$ cat config.mk
export PLATFORM = sky130hd
export DESIGN_NAME = call_stack
export DESIGN_NICKNAME = d
export VERILOG_FILES = /design/src/rtl/cpu_pkg.sv /design/src/rtl/stack_ptr.sv /design/src/rtl/call_stack.sv
export SDC_FILE = /design/constraint.sdc
export NUM_CORES = 1
export LEC_CHECK = 0
export ABC_AREA = 1
export BUFFER_PORTS_ARGS = -buffer_cell sky130_fd_sc_hd__buf_2
export CAP_MARGIN = 0
export CELL_PAD_IN_SITES_DETAIL_PLACEMENT = 0
export CELL_PAD_IN_SITES_GLOBAL_PLACEMENT = 1
export CORE_ASPECT_RATIO = 1.2
export CORE_MARGIN = 10
export CORE_UTILIZATION = 43
export CTS_BUF_LIST = sky130_fd_sc_hd__clkbuf_16
export DETAILED_ROUTE_END_ITERATION = 16
export GPL_TIMING_DRIVEN = 0
export PLACE_DENSITY = 0.86
export SKIP_CTS_REPAIR_TIMING = 1
export SLEW_MARGIN = 30
export SYNTH_ARGS = -nofsm -noshare
export SYNTH_HDL_FRONTEND = slang
export SYNTH_SLANG_ARGS = --single-unit
$ cat constraint.sdc
create_clock -name clk -period 2.3 [get_ports clk]
set_clock_uncertainty 0.2 [all_clocks]
set_input_delay 0.46 -clock clk [delete_from_list [all_inputs] [get_ports clk]]
set_output_delay 0.46 -clock clk [all_outputs]
set_load 0.05 [all_outputs]
$ cat src/rtl/cpu_pkg.sv
`default_nettype none
// ============================================================================
//  Module      : cpu_pkg
//  Description : Shared CPU definitions. It holds the default program-counter
//                width and the hardware call-stack operation encoding. The
//                encoding matches the {push, pop} strobe pair directly.
//  Revision    : 1.0 - initial release
// ============================================================================
package cpu_pkg;

    // Default program-counter width, in bits.
    localparam int c_pc_w = 13;

    // Stack operation. Each value equals the {push, pop} strobe pair.
    typedef enum logic [1:0] {
        STK_NOP     = 2'b00,
        STK_PUSH    = 2'b10,
        STK_POP     = 2'b01,
        STK_REPLACE = 2'b11
    } stk_op_t;

    function automatic stk_op_t stk_decode(input logic push, input logic pop);
        return stk_op_t'({push, pop});
    endfunction

endpackage
`default_nettype wire

$ cat src/rtl/stack_ptr.sv
`default_nettype none
// ============================================================================
//  Module      : stack_ptr
//  Description : Top-of-stack pointer and level counter for call_stack.
//                Pointer arithmetic is modulo DEPTH. The level saturates
//                at 0 and at DEPTH. The module also tells the storage array
//                where to write and when.
//  Macro       : CALL_STACK_WRAP_EN - when defined, a push to a full stack
//                overwrites the oldest entry (circular stack). When
//                undefined, a push to a full stack is ignored.
//  Ports       : clk, reset     - clock, synchronous active-high reset
//                op             - stack operation (cpu_pkg::stk_op_t)
//                top_ptr        - index of the current top entry
//                wr_en, wr_ptr  - storage write strobe and index
//                level          - number of valid entries
//                empty, full    - level == 0 / level == DEPTH
//  Revision    : 1.0 - initial release
// ============================================================================
module stack_ptr
    import cpu_pkg::*;
#(
    parameter int DEPTH = 8,
    parameter int PTR_W = $clog2(DEPTH),
    parameter int LVL_W = $clog2(DEPTH + 1)
) (
    input  logic             clk,
    input  logic             reset,
    input  logic [1:0]       op,
    output logic [PTR_W-1:0] top_ptr,
    output logic             wr_en,
    output logic [PTR_W-1:0] wr_ptr,
    output logic [LVL_W-1:0] level,
    output logic             empty,
    output logic             full
);

    localparam logic [PTR_W-1:0] c_last_ptr = PTR_W'(DEPTH - 1);
    localparam logic [LVL_W-1:0] c_depth    = LVL_W'(DEPTH);

    logic [PTR_W-1:0] r_top_ptr;
    logic [LVL_W-1:0] r_level;
    logic [PTR_W-1:0] w_next_ptr;
    logic [PTR_W-1:0] w_prev_ptr;
    logic [PTR_W-1:0] w_top_nxt;
    logic [LVL_W-1:0] w_lvl_nxt;
    logic             w_empty;
    logic             w_full;
    stk_op_t          w_op;

    assign w_op    = stk_op_t'(op);
    assign w_empty = (r_level == '0);
    assign w_full  = (r_level == c_depth);

    // The modulo step is written as an explicit compare so that DEPTH
    // values that are not a power of two also wrap correctly.
    assign w_next_ptr = (r_top_ptr == c_last_ptr) ? '0 : r_top_ptr + 1'b1;
    assign w_prev_ptr = (r_top_ptr == '0) ? c_last_ptr : r_top_ptr - 1'b1;

    always_comb begin
        w_top_nxt = r_top_ptr;
        w_lvl_nxt = r_level;
        wr_en     = 1'b0;
        wr_ptr    = w_next_ptr;
        case (w_op)
            STK_PUSH: begin
                if (!w_full) begin
                    wr_en     = 1'b1;
                    w_top_nxt = w_next_ptr;
                    w_lvl_nxt = r_level + 1'b1;
                end else begin
`ifdef CALL_STACK_WRAP_EN
                    // When the stack is full, the slot above the top holds the
                    // oldest entry. Overwriting it gives circular behaviour.
                    wr_en     = 1'b1;
                    w_top_nxt = w_next_ptr;
`endif
                end
            end
            STK_POP: begin
                if (!w_empty) begin
                    w_top_nxt = w_prev_ptr;
                    w_lvl_nxt = r_level - 1'b1;
                end
            end
            STK_REPLACE: begin
                if (!w_empty) begin
                    wr_en  = 1'b1;
                    wr_ptr = r_top_ptr;
                end else begin
                    // On an empty stack, a replace behaves as a plain push.
                    wr_en     = 1'b1;
                    w_top_nxt = w_next_ptr;
                    w_lvl_nxt = r_level + 1'b1;
                end
            end
            default: ;
        endcase
    end

    // After reset the top sits on the last slot, so the first push lands
    // in slot 0.
    always_ff @(posedge clk) begin
        if (reset) begin
            r_top_ptr <= c_last_ptr;
            r_level   <= '0;
        end else begin
            r_top_ptr <= w_top_nxt;
            r_level   <= w_lvl_nxt;
        end
    end

    assign top_ptr = r_top_ptr;
    assign level   = r_level;
    assign empty   = w_empty;
    assign full    = w_full;

endmodule
`default_nettype wire

$ cat src/rtl/call_stack.sv
`default_nettype none
// ============================================================================
//  Module      : call_stack
//  Description : Hardware return-address stack for a small CPU core.
//                - push stores an address.
//                - pop discards the top entry. The popped value is visible
//                  on top_addr during the pop cycle.
//                - push and pop together replace the top entry.
//                - Sticky overflow and underflow flags are cleared by err_clr.
//  Macro       : CALL_STACK_WRAP_EN - when defined, the stack is circular and
//                a push while full overwrites the oldest entry. When
//                undefined, a push while full is dropped.
//  Ports       : clk, reset           - clock, synchronous active-high reset
//                push, pop, push_addr - operation strobes and address to store
//                err_clr              - clears overflow/underflow
//                top_addr             - current top entry (zero when empty)
//                level, empty, full   - occupancy
//                overflow, underflow  - sticky error flags
//  Revision    : 1.0 - initial release
// ============================================================================
module call_stack
    import cpu_pkg::*;
#(
    parameter int ADDR_W = c_pc_w,
    parameter int DEPTH  = 8
) (
    input  logic                       clk,
    input  logic                       reset,
    input  logic                       push,
    input  logic                       pop,
    input  logic [ADDR_W-1:0]          push_addr,
    input  logic                       err_clr,
    output logic [ADDR_W-1:0]          top_addr,
    output logic [$clog2(DEPTH+1)-1:0] level,
    output logic                       empty,
    output logic                       full,
    output logic                       overflow,
    output logic                       underflow
);

    localparam int c_ptr_w = $clog2(DEPTH);
    localparam int c_lvl_w = $clog2(DEPTH + 1);

    // Storage is not reset. The level alone decides which entries are valid.
    logic [ADDR_W-1:0]  r_mem [DEPTH];
    logic               r_overflow;
    logic               r_underflow;
    stk_op_t            w_op;
    logic [c_ptr_w-1:0] w_top_ptr;
    logic [c_ptr_w-1:0] w_wr_ptr;
    logic               w_wr_en;
    logic [c_lvl_w-1:0] w_level;
    logic               w_empty;
    logic               w_full;
    logic               w_ovf_set;
    logic               w_unf_set;

    assign w_op = stk_decode(push, pop);

    stack_ptr #(
        .DEPTH (DEPTH),
        .PTR_W (c_ptr_w),
        .LVL_W (c_lvl_w)
    ) u_stack_ptr (
        .clk     (clk),
        .reset   (reset),
        .op      (w_op),
        .top_ptr (w_top_ptr),
        .wr_en   (w_wr_en),
        .wr_ptr  (w_wr_ptr),
        .level   (w_level),
        .empty   (w_empty),
        .full    (w_full)
    );

    always_ff @(posedge clk) begin
        if (w_wr_en && !reset) begin
            r_mem[w_wr_ptr] <= push_addr;
        end
    end

    // Only a plain push or a plain pop can raise a flag. A replace never
    // raises one.
    assign w_ovf_set = (w_op == STK_PUSH) && w_full;
    assign w_unf_set = (w_op == STK_POP)  && w_empty;

    // A new error in the same cycle wins over err_clr.
    always_ff @(posedge clk) begin
        if (reset) begin
            r_overflow  <= 1'b0;
            r_underflow <= 1'b0;
        end else begin
            if (w_ovf_set) begin
                r_overflow <= 1'b1;
            end else if (err_clr) begin
                r_overflow <= 1'b0;
            end
            if (w_unf_set) begin
                r_underflow <= 1'b1;
            end else if (err_clr) begin
                r_underflow <= 1'b0;
            end
        end
    end

    assign top_addr  = w_empty ? '0 : r_mem[w_top_ptr];
    assign level     = w_level;
    assign empty     = w_empty;
    assign full      = w_full;
    assign overflow  = r_overflow;
    assign underflow = r_underflow;

endmodule
`default_nettype wire

==> results of run 1 <==
==> metal layers <==
layer  vias to the layer above  share of wire  wire (µm)
li1                       1717              -          -
met1                      1794           0.37       4750
met2                       118           0.54       6870
met3                        24          0.065        837
met4                         0          0.028        356
met5                         -              0          0
==> placed cells by master, fill, tap and decap left out, types with 13 or more instances in the layout <==
| master | instances |
|---|---|
| nand3_1 | 16 |
| nor2_1 | 86 |
| o21ai_0 | 36 |
| o211ai_1 | 13 |
| o21ai_1 | 16 |
| clkbuf_16 | 21 |
| nor2_4 | 20 |
| nand2_1 | 52 |
| edfxtp_1 | 104 |
| inv_1 | 17 |
| buf_2 | 27 |
==> how the worst min path moves through the flow <==
stage                                       from                   end  slack, ps  depth (start not counted)
after global routing                       reset  u_stack_ptr.level[2]         90                          2
after floorplan           u_stack_ptr.top_ptr[1]                  flop        320                          2
after CTS                                  reset  u_stack_ptr.level[2]         90                          2
after detailed placement               underflow             underflow        260                          2
after global placement                 underflow             underflow        260                          2
final                                      reset  u_stack_ptr.level[3]        100                          2
==> Yosys cell counts <==
cell type and number:
nor2_1 111, edfxtp_1 104, nand2_1 52, o21ai_0 52
inv_1 17, nand3_1 16, o211ai_1 13, o22ai_1 13
dfxtp_1 12, buf_2 10, ha_1 7, a21oi_1 6
clkbuf_1 5, inv_2 5, buf_4 4, nand2_2 4
nand2_4 3, nand3_2 3, o21ai_1 3, clkbuf_2 2
nor2_4 2, buf_6 1, fa_1 1, inv_4 1
nand3_4 1, or2_2 1, xnor2_1 1
==> kinds of logic (layout without fill, tap and decap cells) <==
logic type | Yosys count | after routing | synth area share
buf+inv | 45 | 128 | 0.0418
flops | 116 | 116 | 0.673
fa+ha+maj | 8 | 8 | 0.0215
xor+xnor | 1 | 1 | 0.00175
compound gates | 87 | 87 | 0.0968
simple gates | 193 | 193 | 0.165
==> cell type report <==
cell class	count	share of cell area
clock inverter	13	0.0114
buffer	22	0.0402
timing repair buffer	51	0.0796
sequential	116	0.511
clock buffer	19	0.0720
multi-input combinational	289	0.242
tap	157	0.0298
inverter	23	0.0146
==> report_power, final <==
group | switching (mW) | internal [mW] | leakage, nW
logic | 2.84 | 1.57 | 1.17
clock network | 0.940 | 1.49 | 0.285
registers | 0.133 | 2.57 | 1.04
total | 3.91 | 5.64 | 2.50
==> stage by stage <==
stage | setup TNS [ps] | utilization
6_report | -1140 | 0.576
5_1_grt | -2570 | 0.576
4_1_cts | -28950 | 0.526
2_1_floorplan | -20410 | -
3_3_place_gp | -54400 | 0.476
3_5_place_dp | -29960 | 0.478
==> worst max-delay path, cell delays in order (launching register included) <==
cell and delay (ps):
dfxtp_2 330, buf_12 140, inv_8 100, buf_12 150
nor2_1 50, o22ai_1 210, nor2_1 110, nor2_2 130
buf_6 160
==> state kept, by name (all words and copies together), names as in the netlist, named ones only <==
name / count
overflow: 1
u_stack_ptr.level: 4
r_mem: 104
u_stack_ptr.top_ptr: 3
underflow: 1
==> flow_summary.json, run 1 <==
{
  "drive_above_1_share": 0.300,
  "vias": 3653,
  "critPathLaunchType": "flop",
  "antenna_found_initial": 0,
  "syn_area_per_cell_um2": 11.1,
  "drt_iter0_drc": 259,
  "min_period_over_period": 1.06,
  "ioPinCount": 39,
  "r2r-start": "u_stack_ptr.top_ptr[0]",
  "hold_violations": 0,
  "setup_viol": 13,
  "cts_tree": "built",
  "r2r_slack_ps": 100,
  "ys_seq_area_frac": 0.673,
  "crit_arrival_ps": 1790,
  "pre_cts_ws_ps": -335,
  "die_x_um": 118,
  "fin_cells": 690,
  "fillers": 929,
  "p_leak_nw": 2.50,
  "overflow": 0,
  "htreeDepth": 4,
  "routed_wl_um": 12800,
  "max_slew.worst_pin.slew_ps": 440,
  "grt-busiest-layer": "met2",
  "fp.dieH_um": 138,
  "clock_path_buffers": 2,
  "met2_usage": 0.272,
  "fin_ws_ps": -149,
  "crit_type": "reg -> out",
  "grt_start_max_net_pins": 17,
  "met1_usage": 0.157,
  "hpwlAfterDp_um": 7820,
  "synth_seq_cells": 116,
  "finalInstanceArea_um2": 6600,
  "status": "finished, violations left",
  "drtPass1Iterations": 4,
  "yosys-top-cells-area": "edfxtp_1 (62%), nor2_1 (8.3%), o21ai_0 (5.2%)",
  "power.density_nw_per_um2": 1450,
  "finalCriticalPeriod_ps": 2450,
  "syn2layout_area_growth_pct": 32.1,
  "dp_cells": 644,
  "ant_nets": 0,
  "multiInputGateArea_um2": 1600,
  "cts_made_buffers": 17,
  "n_antenna_cell": 0,
  "ff_latch_area_um2": 3370,
  "dpl_cell_area_um2": 5480,
  "fmax_ghz": 0.408,
  "yosys.area.top_type": "edfxtp_1",
  "routed_via_density": 5.29,
  "cp_max_fo": 10,
  "drc_errors": 0,
  "initial_core_util": 0.436,
  "netlist_instances": 450,
  "synth_cell_types": 27,
  "holdWs_ps": 95.6,
  "grt_pass1_vias": 3649,
  "finalPower_mw": 9.54,
  "avgRoutedWirePerCell_um": 18.6,
  "syn_nets": 476,
  "violations": "negative setup slack",
  "ys_warn_count": 0,
  "ir_worst_vdd_mv": 0.754,
  "rows": 43,
  "cts.sinks": 116,
  "drv_slew": 0,
  "rsz0062_at_grt": "true",
  "port_buffers": 37,
  "clkTransAtPathRegs_ps": 60,
  "gp_congestion": 0.803,
  "root_buffer": "clkbuf_16",
  "reg2reg_to": "r_mem[3][3]",
  "track_usage": 0.151,
  "met3_usage": 0.0440,
  "rr_worst_depth": 8,
  "critical_path_required_ps": 1640,
  "grt_pass1_wl_um": 19000,
  "die_area_um2": 16400,
  "clk_latency_ps": 410,
  "fin_nets": 546,
  "drv_cap": 0,
  "synth_top_cell_area_share": 0.625,
  "syn_area_um2": 5000,
  "min_path_type": "in -> reg",
  "core_area_um2": 11500,
  "endpoint_kind": "primary output",
  "relSlewSlack": 0.706,
  "critPathCapture": "top_addr[12]"
}
Note: power is estimated with default switching activity, not from simulation.
==> inputs of run 2 (changes only) <==
CORE_UTILIZATION = 42   (was 43)
PLACE_DENSITY = 0.87   (was 0.86)
SYNTH_HIERARCHICAL = 1   (was default)
==> run 2 against run 1 <==
Against the previous run: the flow still finishes with violations (negative setup slack); synthesized area up 7.4%; critical path depth up 1; sequential share of layout area fell by 4.8 points; flip-flop and latch count down 3; critical endpoint is now top_addr[6]; largest power group unchanged.
==> flow_summary.json, run 2 <==
{
  "status": "finished, violations left",
  "violations": "negative setup slack",
  "fin_cells": 846,
  "postLayoutCoreUtil": 0.570,
  "ff_latch_area_um2": 3320,
  "core_area_um2": 12600,
  "synth_seq_cells": 113,
  "crit_arrival_ps": 1710,
  "hold_path_startpoint": "reset",
  "yosys.area.top_type": "edfxtp_1",
  "fin_nets": 692,
  "grt_start_max_net_pins": 17,
  "worstPathCellList": "buf_8 -> inv_8 -> buf_8 -> nand2_1 -> nand3_1 -> nand2_1 -> nor2_2 -> nor2_4 -> buf_6",
  "critPathLaunchType": "flop",
  "min_path_type": "in -> reg",
  "cp_max_fo": 10,
  "ir_worst_vdd_mv": 0.762,
  "avgRoutedWirePerCell_um": 15.9,
  "p_int_mw": 5.65,
  "syn_area_um2": 5370,
  "final_common_cell": "nand2_1",
  "fp.dieH_um": 144,
  "slowest_delay_ps": 350,
  "root_buffer": "clkbuf_16",
  "htreeDepth": 4,
  "synth_ff_type": "edfxtp_1",
  "syn2layout_area_growth_pct": 33.9,
  "critical_path_required_ps": 1640,
  "gp_congestion": 0.826,
  "pre_cts_ws_ps": -467,
  "ioPinCount": 39,
  "fmax_ghz": 0.422,
  "vias": 4136,
  "yosys-top-cells-area": "edfxtp_1 (58%), nand2_1 (12%), inv_1 (8.7%)",
  "dpl_cell_area_um2": 5910,
  "fillers": 1020,
  "die_x_um": 123,
  "relSlewSlack": 0.794,
  "crit_type": "reg -> out",
  "rr_worst_depth": 10,
  "layout_common_cells": "nand2_1 (165), inv_1 (123), edfxtp_1 (104)",
  "cpLargestDelayFamily": "buffers and inverters",
  "dp_cells": 791,
  "finalInstanceArea_um2": 7190,
  "setup_viol": 12,
  "synthArstFlopShare": 0,
  "p_leak_nw": 3.28,
  "overflow": 0,
  "drv_slew": 0,
  "cts.sinks": 113,
  "drtPass1Iterations": 4,
  "largest_reg_flops": 104,
  "rsz0062_at_grt": "true",
  "r2r-start": "u_stack_ptr/top_ptr[0]",
  "ant_nets": 0,
  "grt_pass1_wl_um": 19700,
  "min_period_over_period": 1.03,
  "clock_path_buffers": 2,
  "r2r_slack_ps": 80,
  "grt_pass1_vias": 3988,
  "clk_latency_ps": 410,
  "whs_endpoint": "overflow",
  "synthMostInstantiatedCell": "nand2_1",
  "crit_buf_inv": 4,
  "port_buffers": 38,
  "endpoint_kind": "primary output",
  "clkTransAtPathRegs_ps": 50,
  "slowest_stage": "dfxtp_4",
  "cts_made_buffers": 17,
  "syn_nets": 612,
  "multiInputGateArea_um2": 1680,
  "top_register": "r_mem",
  "netlist_instances": 589,
  "routed_wl_um": 13500,
  "clkPwrFrac": 0.328,
  "initial_core_util": 0.426,
  "reg2reg_to": "r_mem[4][2]",
  "power.density_nw_per_um2": 1220,
  "antenna_found_initial": 1,
  "seqPwrFrac": 0.287,
  "drt_iter0_drc": 321,
  "max_slew.worst_pin.slew_ps": 308,
  "die_area_um2": 17700,
  "synth_top_cell_area_share": 0.581,
  "finalCriticalPeriod_ps": 2370,
  "rows": 45,
  "p_switching_mw": 3.09,
  "p_sw_frac": 0.354,
  "drc_errors": 0,
  "holdPathStages": 2,
  "track_usage": 0.148,
  "hold_violations": 0,
  "fin_ws_ps": -70.1,
  "ys_warn_count": 6,
  "hpwlAfterDp_um": 8490,
  "cts_tree": "built",
  "drv_cap": 0,
  "pwr-share-comb": 0.385,
  "holdWs_ps": 111,
  "n_antenna_cell": 0,
  "synth_edf_count": 104,
  "syn_area_per_cell_um2": 9.12,
  "routed_via_density": 4.89,
  "ys_seq_area_frac": 0.615,
  "drive_above_1_share": 0.261,
  "synth_cell_types": 25,
  "ys_top_cells_by_count": "nand2_1 (175), inv_1 (124), edfxtp_1 (104)"
}
==> run 2: changes by cell type after synthesis, moves of 3 or more <==
cell	before	now
nand3_2	3	0
o21ai_0	52	4
dfxtp_1	12	9
nand2_1	52	175
a21oi_1	6	11
nand2_4	3	0
inv_1	17	124
nor2_1	111	46
nand3_1	16	73
buf_6	1	7
o22ai_1	13	0
o211ai_1	13	0
clkbuf_1	5	2
inv_2	5	2
==> run 2: how the worst max path moves through the flow <==
stage / from / end / slack, ps / cells after the start
after floorplan: u_stack_ptr/top_ptr[0] / r_mem[0][0] / -140 / 7
after global placement: u_stack_ptr/top_ptr[0] / r_mem[1][8] / -770 / 7
after detailed placement: u_stack_ptr/top_ptr[0] / r_mem[4][7] / -470 / 7
after CTS: u_stack_ptr/top_ptr[2] / top_addr[1] / -580 / 5
after global routing: u_stack_ptr/top_ptr[0] / top_addr[1] / -160 / 9
final: u_stack_ptr/top_ptr[0] / top_addr[6] / -70 / 9
==> run 2: final cells by class <==
class | count | share of cell area
flip-flops and latches | 113 | 0.462
clock buffers | 17 | 0.0591
multi-input cells | 328 | 0.233
plain buffers | 20 | 0.0341
repair buffers | 61 | 0.0816
clock inverters | 15 | 0.0311
inverters | 128 | 0.0704
well taps | 164 | 0.0285
==> run 2: per-stage QoR <==
stage	TNS [ps]	total power [mW]
floorplan	-7430	4.52
global placement	-54430	5.11
detailed placement	-43200	5.18
CTS	-50080	8.04
global route	-3340	9.15
finish	-450	8.74
==> run 2: kinds of logic after synthesis <==
group           synth area share
simple gates               0.238
buf+inv                    0.117
flops                      0.615
compound gates            0.0165
fa+ha+maj                 0.0116
xor+xnor                 0.00163
==> run 2: worst reg2reg max path: cells and delay by family, from the launching register on <==
family                     cells  cell delay (ps)
DFF                            1              350
AOI/OAI and AO/OA              1              170
and+or+nand+nor                3              310
buffers and inverters          5              540
adders and majority gates      1              350
==> run 2: per-layer routing <==
layer  share of wire  wire (µm)  GRT usage  vias up
li1                -          -          -     2007
met1            0.39       5210      0.155     1974
met2            0.54       7330      0.264      127
met3           0.047        628     0.0451       26
met4           0.020        268     0.0681        2
met5         0.00097         13          0        -
==> run 2: power groups by stage <==
stage,Clock [mW],Combinational [mW],Sequential [mW]
6_report,2.87,3.37,2.51
5_1_grt,3.01,3.62,2.52
4_1_cts,2.90,2.62,2.53
3_5_place_dp,0,2.61,2.56
3_3_place_gp,0,2.55,2.56
2_1_floorplan,0,1.91,2.61
